### src/rtl/branch_pkg.sv
// Shared definitions for the branch/PC unit: RV32I branch funct3 codes,
// 2-bit BHT counter states and the saturating counter update.
package branch_pkg;

   localparam logic [2:0] F3_BEQ  = 3'b000;
   localparam logic [2:0] F3_BNE  = 3'b001;
   localparam logic [2:0] F3_BLT  = 3'b100;
   localparam logic [2:0] F3_BGE  = 3'b101;
   localparam logic [2:0] F3_BLTU = 3'b110;
   localparam logic [2:0] F3_BGEU = 3'b111;

   typedef enum logic [1:0] {
      SNT = 2'b00,
      WNT = 2'b01,
      WT  = 2'b10,
      ST  = 2'b11
   } bht_ctr_e;

   // Saturating step toward the resolved direction.
   function automatic bht_ctr_e bht_next(input bht_ctr_e cur, input logic taken);
      bht_ctr_e nxt;
      nxt = cur;
      case (cur)
         SNT:     nxt = taken ? WNT : SNT;
         WNT:     nxt = taken ? WT  : SNT;
         WT:      nxt = taken ? ST  : WNT;
         ST:      nxt = taken ? ST  : WT;
         default: nxt = WNT;
      endcase
      return nxt;
   endfunction

endpackage

### src/rtl/branch_cmp.sv
// Combinational RV32I conditional-branch comparator: funct3, rs1, rs2 -> taken.
// Reserved funct3 codes (010/011) resolve as not-taken.
module branch_cmp
   import branch_pkg::*;
#(
   parameter int unsigned XLEN = 32
) (
   input  logic [2:0]      funct3,
   input  logic [XLEN-1:0] rs1,
   input  logic [XLEN-1:0] rs2,
   output logic            taken
);

   always_comb begin
      taken = 1'b0;
      case (funct3)
         F3_BEQ:  taken = (rs1 == rs2);
         F3_BNE:  taken = (rs1 != rs2);
         F3_BLT:  taken = ($signed(rs1) <  $signed(rs2));
         F3_BGE:  taken = ($signed(rs1) >= $signed(rs2));
         F3_BLTU: taken = (rs1 <  rs2);
         F3_BGEU: taken = (rs1 >= rs2);
         default: taken = 1'b0;
      endcase
   end

endmodule

### src/rtl/branch_pc_unit.sv
// Fetch PC register, 2-bit BHT prediction in ID and branch/JALR resolution in EX.
// Optional perf counters (perf_branches, perf_mispredicts) under BRANCH_PERF_EN.
module branch_pc_unit
   import branch_pkg::*;
#(
   parameter int unsigned     XLEN      = 32,
   parameter int unsigned     BHT_DEPTH = 16,
   parameter logic [XLEN-1:0] RESET_PC  = '0
) (
   input  logic            clk,
   input  logic            rst_n,
   input  logic            stall,
   output logic [XLEN-1:0] if_pc,
   input  logic            id_valid,
   input  logic            id_branch,
   input  logic            id_jal,
   input  logic [XLEN-1:0] id_pc,
   input  logic [XLEN-1:0] id_imm,
   output logic            id_pred_taken,
   input  logic            ex_valid,
   input  logic            ex_branch,
   input  logic            ex_jal,
   input  logic            ex_jalr,
   input  logic [2:0]      ex_funct3,
   input  logic [XLEN-1:0] ex_rs1,
   input  logic [XLEN-1:0] ex_rs2,
   input  logic [XLEN-1:0] ex_pc,
   input  logic [XLEN-1:0] ex_imm,
   input  logic            ex_pred_taken,
   output logic            flush_if,
   output logic            flush_id,
   output logic            ex_redirect
`ifdef BRANCH_PERF_EN
   ,
   output logic [31:0]     perf_branches,
   output logic [31:0]     perf_mispredicts
`endif
);

   localparam int unsigned     IDX_W   = $clog2(BHT_DEPTH);
   localparam logic [XLEN-1:0] PC_STEP = XLEN'(4);

   bht_ctr_e        bht [BHT_DEPTH];
   logic [IDX_W-1:0] id_idx;
   logic [IDX_W-1:0] ex_idx;
   logic            ex_taken;
   logic            id_redirect;
   logic [XLEN-1:0] jalr_sum;
   logic [XLEN-1:0] ex_target;
   logic [XLEN-1:0] next_pc;

   // JAL is decoded and never mispredicts, so ex_jal needs no handling here.
   logic unused_ex_jal;
   assign unused_ex_jal = ex_jal;

   assign id_idx = id_pc[IDX_W+1:2];
   assign ex_idx = ex_pc[IDX_W+1:2];

   branch_cmp #(.XLEN(XLEN)) u_cmp (
      .funct3 (ex_funct3),
      .rs1    (ex_rs1),
      .rs2    (ex_rs2),
      .taken  (ex_taken)
   );

   assign id_pred_taken = id_valid & (id_jal | (id_branch & bht[id_idx][1]));

   assign ex_redirect = ex_valid & (ex_jalr | (ex_branch & (ex_taken != ex_pred_taken)));

   assign jalr_sum = ex_rs1 + ex_imm;

   always_comb begin
      ex_target = ex_pc + PC_STEP;
      if (ex_jalr) begin
         ex_target = {jalr_sum[XLEN-1:1], 1'b0};
      end else if (ex_taken) begin
         ex_target = ex_pc + ex_imm;
      end
   end

   assign id_redirect = id_pred_taken & ~stall & ~ex_redirect;
   assign flush_if    = ex_redirect | id_redirect;
   assign flush_id    = ex_redirect;

   // EX redirect wins even over stall; a stall only freezes sequential fetch.
   always_comb begin
      next_pc = if_pc + PC_STEP;
      if (ex_redirect) begin
         next_pc = ex_target;
      end else if (id_redirect) begin
         next_pc = id_pc + id_imm;
      end else if (stall) begin
         next_pc = if_pc;
      end
   end

   always_ff @(posedge clk) begin
      if (!rst_n) begin
         if_pc <= RESET_PC;
      end else begin
         if_pc <= next_pc;
      end
   end

   // Written at the edge only, so an ID read of the same index sees the old value.
   always_ff @(posedge clk) begin
      if (!rst_n) begin
         for (int unsigned i = 0; i < BHT_DEPTH; i++) begin
            bht[i] <= WNT;
         end
      end else if (ex_valid & ex_branch) begin
         bht[ex_idx] <= bht_next(bht[ex_idx], ex_taken);
      end
   end

`ifdef BRANCH_PERF_EN
   logic branch_mispredict;

   assign branch_mispredict = ex_valid & ex_branch & ~ex_jalr & (ex_taken != ex_pred_taken);

   always_ff @(posedge clk) begin
      if (!rst_n) begin
         perf_branches    <= '0;
         perf_mispredicts <= '0;
      end else begin
         if (ex_valid & ex_branch) begin
            perf_branches <= perf_branches + 32'd1;
         end
         if (branch_mispredict) begin
            perf_mispredicts <= perf_mispredicts + 32'd1;
         end
      end
   end
`endif

endmodule

### config.mk
export PLATFORM = sky130hd
export DESIGN_NAME = branch_pc_unit
export DESIGN_NICKNAME = d
export VERILOG_FILES = /design/src/rtl/branch_pkg.sv /design/src/rtl/branch_cmp.sv /design/src/rtl/branch_pc_unit.sv
export SDC_FILE = /design/constraint.sdc
export NUM_CORES = 1
export LEC_CHECK = 0
export CAP_MARGIN = 25
export CORE_MARGIN = 2
export CORE_UTILIZATION = 58
export CTS_BUF_LIST = sky130_fd_sc_hd__clkbuf_8
export DETAILED_ROUTE_END_ITERATION = 16
export PLACE_DENSITY_LB_ADDON = 0.08
export SETUP_SLACK_MARGIN = 0.15
export SKIP_CTS_REPAIR_TIMING = 1
export SYNTH_ARGS = -nofsm -noshare
export SYNTH_HDL_FRONTEND = slang
export SYNTH_SLANG_ARGS = --single-unit
export TNS_END_PERCENT = 5
### constraint.sdc
create_clock -name clk -period 4.63 [get_ports clk]
set_input_delay 0.463 -clock clk [delete_from_list [all_inputs] [get_ports clk]]
set_output_delay 0.463 -clock clk [all_outputs]
set_load 0.005 [all_outputs]
Yosys cells after proc, flatten, opt, wreduce, memory -nomap -nowiden
Memory sizes are Yosys's and may differ from the RTL's.
Index checks and enable logic that the tools add are counted.
- register bits after elaboration: 32
- RAM bits: 32
- bits of input ports: 206
- output and inout port bits: 36
- logic and storage cells: 58
- memories: 1
- add/sub/neg operators: 5
- order comparisons: 4
- eq/ne operators: 12
- mux-type cells: 20
- bitwise logic cells: 12
- reduce and logical (&&, ||, !) cells: 3
- memory list (name ; words ; bits a word ; rd ports ; clocked after memory_dff ; wr ports ; line ; RTL):
    bht ; 16 ; 2 ; 2 ; 0 ; 16 ; branch_pc_unit.sv:43 ; bht_ctr_e bht [BHT_DEPTH];
- operators with widths (operator ; count):
    two-way mux 32 bit ; 5
    adder 32 bit ; 3
    adder 32 x 3 -> 32 bit, second input constant ; 2
    greater-or-equal comparator 32 bit ; 2
    < comparator 32 bit ; 2
    == test 32 bit ; 1
    inequality test 32 bit ; 1
    == test 3 bit, second input constant ; 4
    two-way mux 2 bit ; 5
    one-hot mux 2 bit (4 select lines) ; 1
    bitwise AND 1 bit ; 7
    two-way mux 1 bit ; 7
    one-hot mux 1 bit (6 select lines) ; 1
    == test 2 bit, second input constant ; 2
    two-way mux 4 bit ; 1
    == test 3 x 1 -> 1 bit, second input constant ; 1
    logical NOT 3 bit ; 1
    inequality test 3 x 1 -> 1 bit, second input constant ; 1
    OR 1 bit ; 3
    == test 2 x 1 -> 1 bit, second input constant ; 1
    logical NOT 2 bit ; 1
    inverter 1 bit ; 2
    OR reduction 2 bit ; 1
    inequality test 1 bit ; 1

Logic depth before layout (Yosys ltp)
Gate-level depths: netlist (run 1).
- depth after elaboration: 10
- depth in mapped cells: 14
- gate-level depth less buffers: 13

By module
A second synthesis (run 1) with hierarchy kept.
- cell total of the unflattened synthesis: 1401
- area total of the unflattened synthesis: 10543.9 um^2
- by module, submodules not included (module ; times used ; cells an instance ; area an instance (um^2) ; sequential area each (um^2)):
    branch_pc_unit ; 1 ; 1273 ; 9620.5 ; 1601.5
    branch_cmp ; 1 ; 128 ; 923.4 ; 0.0

Worst setup path before layout (run 1)
No wires, ideal clock.
- path kind: input to register
- start point: input id_pc[0]
- end point: register if_pc[30]
- setup time: 0.131 ns
- arrival time: 3.162 ns
- data required time: 4.499 ns
- path slack: 1.338 ns
- stages on the path: 12
- path buffers: 0
- cells stage by stage: ha_1 > fa_1 > a211o_1 > a2111oi_2 > o2111a_1 > a211oi_2 > a41oi_4 > a2111oi_2 > o31ai_2 > xnor2_1 > a2111oi_2 > a211oi_1
- cells in the longest elaborated chain, start to end: 3
- ends and longest elaborated chain (element ; line ; RTL):
    start, declared ; branch_pc_unit.sv:17 ; input logic [XLEN-1:0] id_pc,
    adder 32 bit ; branch_pc_unit.sv:91 ; next_pc = id_pc + id_imm;
    two-way mux 32 bit ; branch_pc_unit.sv:90 ; end else if (id_redirect) begin
    two-way mux 32 bit ; branch_pc_unit.sv:88 ; if (ex_redirect) begin
    end signal, assigned ; branch_pc_unit.sv:101 ; if_pc <= next_pc;
    end, declared ; branch_pc_unit.sv:13 ; output logic [XLEN-1:0] if_pc,
No other way between the ends.
A chain may end at the register's enable or synchronous reset.

Final worst setup path (run 1)
- start point: input ex_rs1[1]
- end point: output flush_id
- cells in the longest elaborated chain, start to end: 6
- elaborated cells between the ends (all ways): 11
- those cells by class: 4 x order compare; 3 x eq/ne; 1 x mux; 3 x bitwise
- ends and longest elaborated chain (element ; line ; RTL):
    start, declared ; branch_pc_unit.sv:25 ; input logic [XLEN-1:0] ex_rs1,
    greater-or-equal comparator 32 bit, or another cell as far along ; branch_cmp.sv:22 ; F3_BGEU: taken = (rs1 >= rs2);
    one-hot mux 1 bit (6 select lines) * ; branch_cmp.sv:16 ; case (funct3)
    inequality test 1 bit * ; branch_pc_unit.sv:68 ; assign ex_redirect = ex_valid & (ex_jalr | (ex_branch & (ex_taken != ex_pred_taken)));
    bitwise AND 1 bit * ; branch_pc_unit.sv:68 ;
    OR 1 bit * ; branch_pc_unit.sv:68 ;
    bitwise AND 1 bit * ; branch_pc_unit.sv:68 ;
    end, declared ; branch_pc_unit.sv:31 ; output logic flush_id,
Mark *: on every way between the ends. The rest lies on a longest branch, timed or not.

==> metrics.md, run 1 <==
| Metric | Value |
|---|---|
| Syn-to-layout area delta | 26.8% |
| Total half-perimeter wirelength after legalization and detailed placement | approximately 29 mm |
| Post-layout nets | roughly 2000 |
| Number of core rows | 49 |
| Post-route DRC | 0 |
| Static Leakage | ~5.5 nW |
| Class of the worst hold path | flip-flop to flip-flop |
| Signal arrival time at the worst endpoint | roughly 3800 ps |
| Clock sink count | 64 |
| Placeable core area | between 15000 and 20000 sq um |
| Cell Int Power | 1.61 mW |
| Slew at the pin with the worst max-slew slack | between 900 and 1000 ps |
| Via density per instance | approximately 6.5 |
| Sum of overflow across all layers after global routing | 0 |
| Required time of the worst setup path | between 4000 and 5000 ps |
| Port bufs | between 200 and 250 |
| Most common cell after layout, fill and taps aside | sky130_fd_sc_hd__clkdlybuf4s50_1 |
| TritonCTS clock tree | built |
| Switching power | ~1.1 mW |
| Total length of routed wires | between 30 and 40 mm |
| Setup_tns | 0 ps |
| R2R depth | 9 |
| Max-slew headroom at the worst pin | around 39% |
| Startpoint type of the worst setup path | primary input |
| Max_cap viols | 0 |
| Final critical delay including setup and external delays | around 4300 ps |
| Post-synth top area share | between 10 and 15% |
| # H-tree levels | 3 |
| Min-delay src | if_pc[1] |
| Register bit total from synthesis | 64 |
| Number of antenna violations at the first check in global routing | 0 |
| CTS clock-pin slew for the worst setup and hold paths | approximately 70 ps |
| Fraction of power consumed by sequential logic | around 26% |
| Wire length of the first global-routing pass | roughly 55 mm |
| Setup ws final | 354 ps |
| Maximum clock path buffer count | 2 |
| Number of ports placed on the die boundary | about 240 |
| Initial standard-cell utilization of the core | just under 60% |
| Router iterations before antenna repair | 6 |
| Final count of negative-setup-slack endpoints | 0 |
| Minimum setup slack after placement | approximately 260 ps |
| Endpoint of the worst-slack reg-to-reg timing path | if_pc[26] |
| ANT cells | 0 |
| Sink of the worst hold path | if_pc[1] |
| Post-Syn Area per Cell | ~7.7 sq um |
| Post-layout instance area | 13700 sq um |
| Overall global routing resource usage | around a third |
| Syn Std Cell Area | between 10000 and 15000 sq um |
| Area of placed instances | around 13000 sq um |
| Clock network latency to the later pin of the worst-skew pair | ~350 ps |
| Worst Hold Path Cells | 2 |
| Proportion of synthesized flip-flops having asynchronous set or reset | 0% |
| Detailed route wirelength on metal3 | roughly 3.7 mm |
| Launch instance of the worst register-to-register path | bht[11][1] |
| Share of total power in combinational logic | between 50% and 60% |
| Wire length per cell after detailed routing | between 15 and 20 um |
| Buffer type at the clock tree root | sky130_fd_sc_hd__clkbuf_8 |
| Commonest cells after routing, fill and taps aside | sky130_fd_sc_hd__clkdlybuf4s50_1, sky130_fd_sc_hd__a21oi_1, sky130_fd_sc_hd__ha_1 |
| Max-slew violations | 0 |
| Wire length on met2 | 15.7 mm |
| TritonCTS buffer count | 9 |
| Synth Flop Type | sky130_fd_sc_hd__edfxtp_1 |
| Antenna viol nets, final | 0 |
| Vertical extent of the die | around 140 um |
| Post-synthesis sequential area ratio | between 10% and 20% |
| Sw frac | approximately two fifths |
| Maximum operating frequency | about 0.23 GHz |
| Synth top area cells | sky130_fd_sc_hd__ha_1, sky130_fd_sc_hd__edfxtp_1, sky130_fd_sc_hd__a21oi_1, sky130_fd_sc_hd__dfxtp_1, sky130_fd_sc_hd__xnor2_1 |
| Via count | 12100 |
| Final worst-path cycle share | between 90% and 100% |
| Worst Skew | roughly 15 ps |
| Met1 wire length | roughly 15 mm |
| Count of cell types in the netlist | 90 |
| Outcome | finished clean |
| Part of the total power dissipated in the clock network | approximately 17% |
| Crit Path Class | primary input to output pin |
| X dimension of the die | 140 um |
| Yosys warning count | 0 |
| Vias in the first global route | about 11000 |
| Final total power | roughly 2.7 mW |
| Maximum vdd ir drop | approximately 120 uV |
| Final number of hold-violating endpoints | 0 |
| Fraction of final layout cells sized beyond drive strength 1 | approximately 5.8% |
| Flop2flop setup slack | about 1400 ps |
| Top routing layer in use | met4 |
| Iter 0 DRT Violations | 1358 |
| Pwr Density | around 200 nW/um^2 |
| Cell accounting for the most synthesized area | sky130_fd_sc_hd__ha_1 |
| Synthesized Nets | ~1700 |
| CP endpoint kind | output pin |
| Crit path max fanout | 4 |
| Synthesized netlist cell count | between 1000 and 1500 |
| Number of enable-type register cells in the synthesized netlist | 32 |
| Die footprint | between 15000 and 20000 sq um |
| Largest net degree at the start of global routing | 58 |
| Weighted congestion reported at the end of routability-driven placement | between 0.9 and 1 |
| RSZ-0062 raised after global routing | no |
[flip-flops by register name, indices dropped and copies added, names as in the netlist]
signal  cells
bht        32
if_pc      32
[power by group through the flow]
stage,clock network [mW],registers (mW),logic (mW)
6_report,0.469,0.692,1.54
5_1_grt,0.496,0.695,1.67
4_1_cts,0.468,0.688,1.51
3_5_place_dp,0,0.700,1.50
3_3_place_gp,0,0.698,1.48
2_1_floorplan,0,0.688,0.921
[through the flow]
step | std cells | hold WS [ps] | util (%)
CTS | 1861 | 552 | 75.5
global route | 1861 | 565 | 75.5
finish | 1861 | 563 | 75.5
global placement | 1845 | 524 | 74.5
detailed placement | 1845 | 540 | 74.5
floorplan | 1403 | 476 | -
[cells by family (layout without fill, tap and decap cells)]
logic type                 after synthesis  after routing  share of synthesized area, %
DFF                                     64             64                          14.9
AOI/OAI and AO/OA                      473            473                          30.4
muxes                                   26             26                          4.16
adders and majority gates              134            134                          15.7
buffers and inverters                  131            360                          4.91
xor gates and xnor gates               102            102                          8.29
and+or+nand+nor                        473            473                          21.7
[worst max path at each step]
stage | from | end | slack, ps | depth (start not counted)
floorplan | id_pc[0] | if_pc[30] | 1340 | 12
global placement | ex_rs2[15] | if_pc[18] | 300 | 15
detailed placement | ex_rs1[1] | if_pc[18] | 260 | 14
CTS | ex_rs1[1] | flush_id | 410 | 11
global route | ex_pc[6] | if_pc[31] | 280 | 12
finish | ex_rs1[1] | flush_id | 350 | 11
[Yosys cell counts, types with 15 or more instances]
cell                       count
sky130_fd_sc_hd__a21o_1       40
sky130_fd_sc_hd__edfxtp_1     32
sky130_fd_sc_hd__nand2_1     114
sky130_fd_sc_hd__nand4_1      32
sky130_fd_sc_hd__o211ai_1     17
sky130_fd_sc_hd__ha_1        129
sky130_fd_sc_hd__o21a_1       20
sky130_fd_sc_hd__a211oi_1     24
sky130_fd_sc_hd__xnor2_1      65
sky130_fd_sc_hd__and3_1       25
sky130_fd_sc_hd__buf_2        15
sky130_fd_sc_hd__nand3_1      51
sky130_fd_sc_hd__and2_1       28
sky130_fd_sc_hd__inv_1        68
sky130_fd_sc_hd__xor2_1       37
sky130_fd_sc_hd__a21oi_1     142
sky130_fd_sc_hd__nor3_1       38
sky130_fd_sc_hd__clkbuf_1     38
sky130_fd_sc_hd__mux4_2       15
sky130_fd_sc_hd__dfxtp_1      32
sky130_fd_sc_hd__nor2_1      117
sky130_fd_sc_hd__nand2b_1     19
sky130_fd_sc_hd__o21ai_0      71
[worst max-delay path: stages]
cell	delay, ps
sky130_fd_sc_hd__clkdlybuf4s50_1	470
sky130_fd_sc_hd__ha_1	320
sky130_fd_sc_hd__nor2b_1	140
sky130_fd_sc_hd__o211ai_1	180
sky130_fd_sc_hd__a21boi_1	100
sky130_fd_sc_hd__o41a_1	550
sky130_fd_sc_hd__o41ai_2	430
sky130_fd_sc_hd__and3_1	450
sky130_fd_sc_hd__a211oi_4	130
sky130_fd_sc_hd__inv_2	80
sky130_fd_sc_hd__clkdlybuf4s50_1	500
[final cells by class]
type                            instances  area (sq um)
Multi-Input combinational cell       1208          8640
Fill cell                            1417          4430
Timing Repair Buffer                  273          2670
Sequential cell                        64          1600
Tap cell                              229           287
Inverter                               71           267
Clock buffer                            9           124
Clock inverter                          7          65.1
[metal layers]
layer	up-vias	global-route usage [%]
met5	-	0
met4	0	10.9
met3	84	5.50
met1	5518	46.4
li1	5779	-
met2	711	55.9
No activity file was read; power rests on OpenSTA's default activity.
==> run 2: changes to the inputs <==
--- a/config.mk
+++ b/config.mk
@@ -7,7 +7,7 @@
 export LEC_CHECK = 0
 export CAP_MARGIN = 25
 export CORE_MARGIN = 2
-export CORE_UTILIZATION = 58
+export CORE_UTILIZATION = 55
 export CTS_BUF_LIST = sky130_fd_sc_hd__clkbuf_8
 export DETAILED_ROUTE_END_ITERATION = 16
 export PLACE_DENSITY_LB_ADDON = 0.08
==> metrics.md, run 2 (synthesis results as in run 1) <==
| Metric | Value |
|---|---|
| Class of the worst hold path | flip-flop to flip-flop |
| Post-layout instance area | 13700 sq um (+0.46%) |
| Placed instance count | 1883 (+2.1%) |
| Slew at the pin with the worst max-slew slack | 925 ps (+11.0 ps) |
| Die footprint | 20700 sq um (+5.3%) |
| Maximum vdd ir drop | 129 uV (+9.5%) |
| Crit Path Class | primary input to output pin |
| Syn-to-layout area delta | 27.4% |
| Switching power | 1.08 mW (-1.7%) |
| Final total power | 2.70 mW (-0.25%) |
| Overall global routing resource usage | 32.8% (-1.4 points) |
| ANT cells | 0 (unchanged) |
| TritonCTS clock tree | built |
| X dimension of the die | 144 um (+2.6%) |
| Number of ports placed on the die boundary | 242 (unchanged) |
| Fraction of final layout cells sized beyond drive strength 1 | 5.81% (+0.054 points) |
| Final number of hold-violating endpoints | 0 (unchanged) |
| Pwr Density | 197 nW/um^2 (-0.71%) |
| Weighted congestion reported at the end of routability-driven placement | 0.954 (about the same) |
| Router iterations before antenna repair | 5 (-1) |
| Maximum clock path buffer count | 2 (unchanged) |
| Area of placed instances | 13500 sq um (+0.45%) |
| Core Util, Final | 71.0% (-4.6 points) |
| Buffer type at the clock tree root | sky130_fd_sc_hd__clkbuf_8 |
| Via count | 11800 (-2.6%) |
| Layout filler cell count | 1673 (+18%) |
| Vertical extent of the die | 144 um (+2.6%) |
| Initial standard-cell utilization of the core | 55.7% (-3.8 points) |
| Area of the multi-input gates | 8640 sq um (unchanged) |
| Startpoint type of the worst setup path | primary input |
| Maximum operating frequency | 0.238 GHz (+2.0%) |
| Sum of overflow across all layers after global routing | 0 (unchanged) |
| Wire length per cell after detailed routing | 18.3 um (-3.8%) |
| Post-route insts no fill | 1899 (+2.0%) |
| Clock sink count | 64 (unchanged) |
| Placeable core area | 19300 sq um (+6.9%) |
| TritonCTS buffer count | 9 (unchanged) |
| Combined flip-flop and latch cell area | 1600 sq um (unchanged) |
| Antenna viol nets, final | 0 (unchanged) |
| Final critical delay including setup and external delays | 4190 ps (-81.8 ps) |
| Total half-perimeter wirelength after legalization and detailed placement | 28.7 mm (-0.66%) |
| Cell Int Power | 1.62 mW (+0.76%) |
| Iter 0 DRT Violations | 1228 (-9.6%) |
| Via density per instance | 6.20 (-4.6%) |
| Total length of routed wires | 34.7 mm (-1.9%) |
| Sw frac | 39.9% (-0.60 points) |
| Required time of the worst setup path | 4170 ps (about the same) |
| CP endpoint kind | output pin |
| Crit path max fanout | 4 (unchanged) |
| Max_cap viols | 0 (unchanged) |
| Part of the total power dissipated in the clock network | 17.7% (+0.3 points) |
| Largest net degree at the start of global routing | 58 (unchanged) |
| Worst Skew | 15.3 ps (+0.526 ps) |
| Share of total power in combinational logic | 56.8% (-0.3 points) |
| Post-layout nets | 1967 (+0.10%) |
| CTS clock-pin slew for the worst setup and hold paths | 70 ps (about the same) |
| Commonest cells after routing, fill and taps aside | sky130_fd_sc_hd__clkdlybuf4s50_1, sky130_fd_sc_hd__a21oi_1, sky130_fd_sc_hd__ha_1 |
| Outcome | finished clean |
| Max-slew headroom at the worst pin | 38.3% (-0.74 points) |
| Final count of negative-setup-slack endpoints | 0 (unchanged) |
| Signal arrival time at the worst endpoint | 3730 ps (-80 ps) |
| Final worst-path cycle share | 90.6% (-1.8 points) |
| Setup_tns | 0 ps (unchanged) |
| Largest registers | bht: 32 flops, if_pc: 32 flops |
| Static Leakage | 5.48 nW (+0.14%) |
| Number of core rows | 51 (+4.1%) |
| Most common cell after layout, fill and taps aside | sky130_fd_sc_hd__clkdlybuf4s50_1 |
| Port bufs | 240 (unchanged) |
| Number of antenna violations at the first check in global routing | 0 (unchanged) |
| Post-route DRC | 0 (unchanged) |
| Clock network latency to the later pin of the worst-skew pair | 360 ps (about the same) |
| Fraction of power consumed by sequential logic | 25.6% (about the same) |
| # H-tree levels | 3 (unchanged) |
| RSZ-0062 raised after global routing | no |
| Vias in the first global route | 10800 (-1.6%) |
| Wire length of the first global-routing pass | 54.3 mm (-1.4%) |
| Max-slew violations | 0 (unchanged) |
[run 2: per-stage QoR]
step | hold WS [ps] | worst slack, ps
2_1_floorplan | 476 | 1340
6_report | 502 | 436
3_5_place_dp | 495 | 325
3_3_place_gp | 490 | 457
4_1_cts | 506 | 422
5_1_grt | 540 | 236
[run 2: critical path, cell delays in order]
cell and delay (ps):
sky130_fd_sc_hd__clkdlybuf4s50_1 480, sky130_fd_sc_hd__ha_1 340, sky130_fd_sc_hd__nor2b_1 140, sky130_fd_sc_hd__o211ai_1 180, sky130_fd_sc_hd__a21boi_1 90, sky130_fd_sc_hd__o41a_1 540, sky130_fd_sc_hd__nor4_2 440, sky130_fd_sc_hd__a21oi_1 180
sky130_fd_sc_hd__a211oi_4 340, sky130_fd_sc_hd__nand2_1 80, sky130_fd_sc_hd__clkdlybuf4s50_1 450
[run 2: path summary, 6_finish.rpt]
kind / startpoint / to / slack [ps] / cells past startpoint
worst min register to register: if_pc[1] / if_pc[1] / 500 / 2
worst max-delay path: ex_rs1[1] / flush_if / 440 / 11
worst max register to register: bht[11][1] / if_pc[20] / 1430 / 9
worst min-delay path: if_pc[1] / if_pc[1] / 500 / 2
[run 2: metal layers]
layer | vias to the layer above | wire, um | GRT usage [%]
li1 | 5780 | - | -
met2 | 584 | 15100 | 51.5
met3 | 55 | 3330 | 4.80
met4 | 0 | 1010 | 11.0
met1 | 5354 | 15300 | 46.1
met5 | - | 0 | 0
[run 2: power groups by stage]
stage	clock (mW)	combinational, mW	sequential, mW
global route	0.501	1.67	0.696
global placement	0	1.48	0.699
detailed placement	0	1.50	0.701
CTS	0.481	1.51	0.688
floorplan	0	0.921	0.688
finish	0.476	1.53	0.690
[run 2: final cells by class]
type | count | area share (%)
Clock inverter | 6 | 0.392
Multi-Input combinational cell | 1208 | 63.0
Clock buffer | 10 | 1.00
Timing Repair Buffer | 275 | 19.6
Inverter | 71 | 1.94
Tap cell | 265 | 2.42
Sequential cell | 64 | 11.7
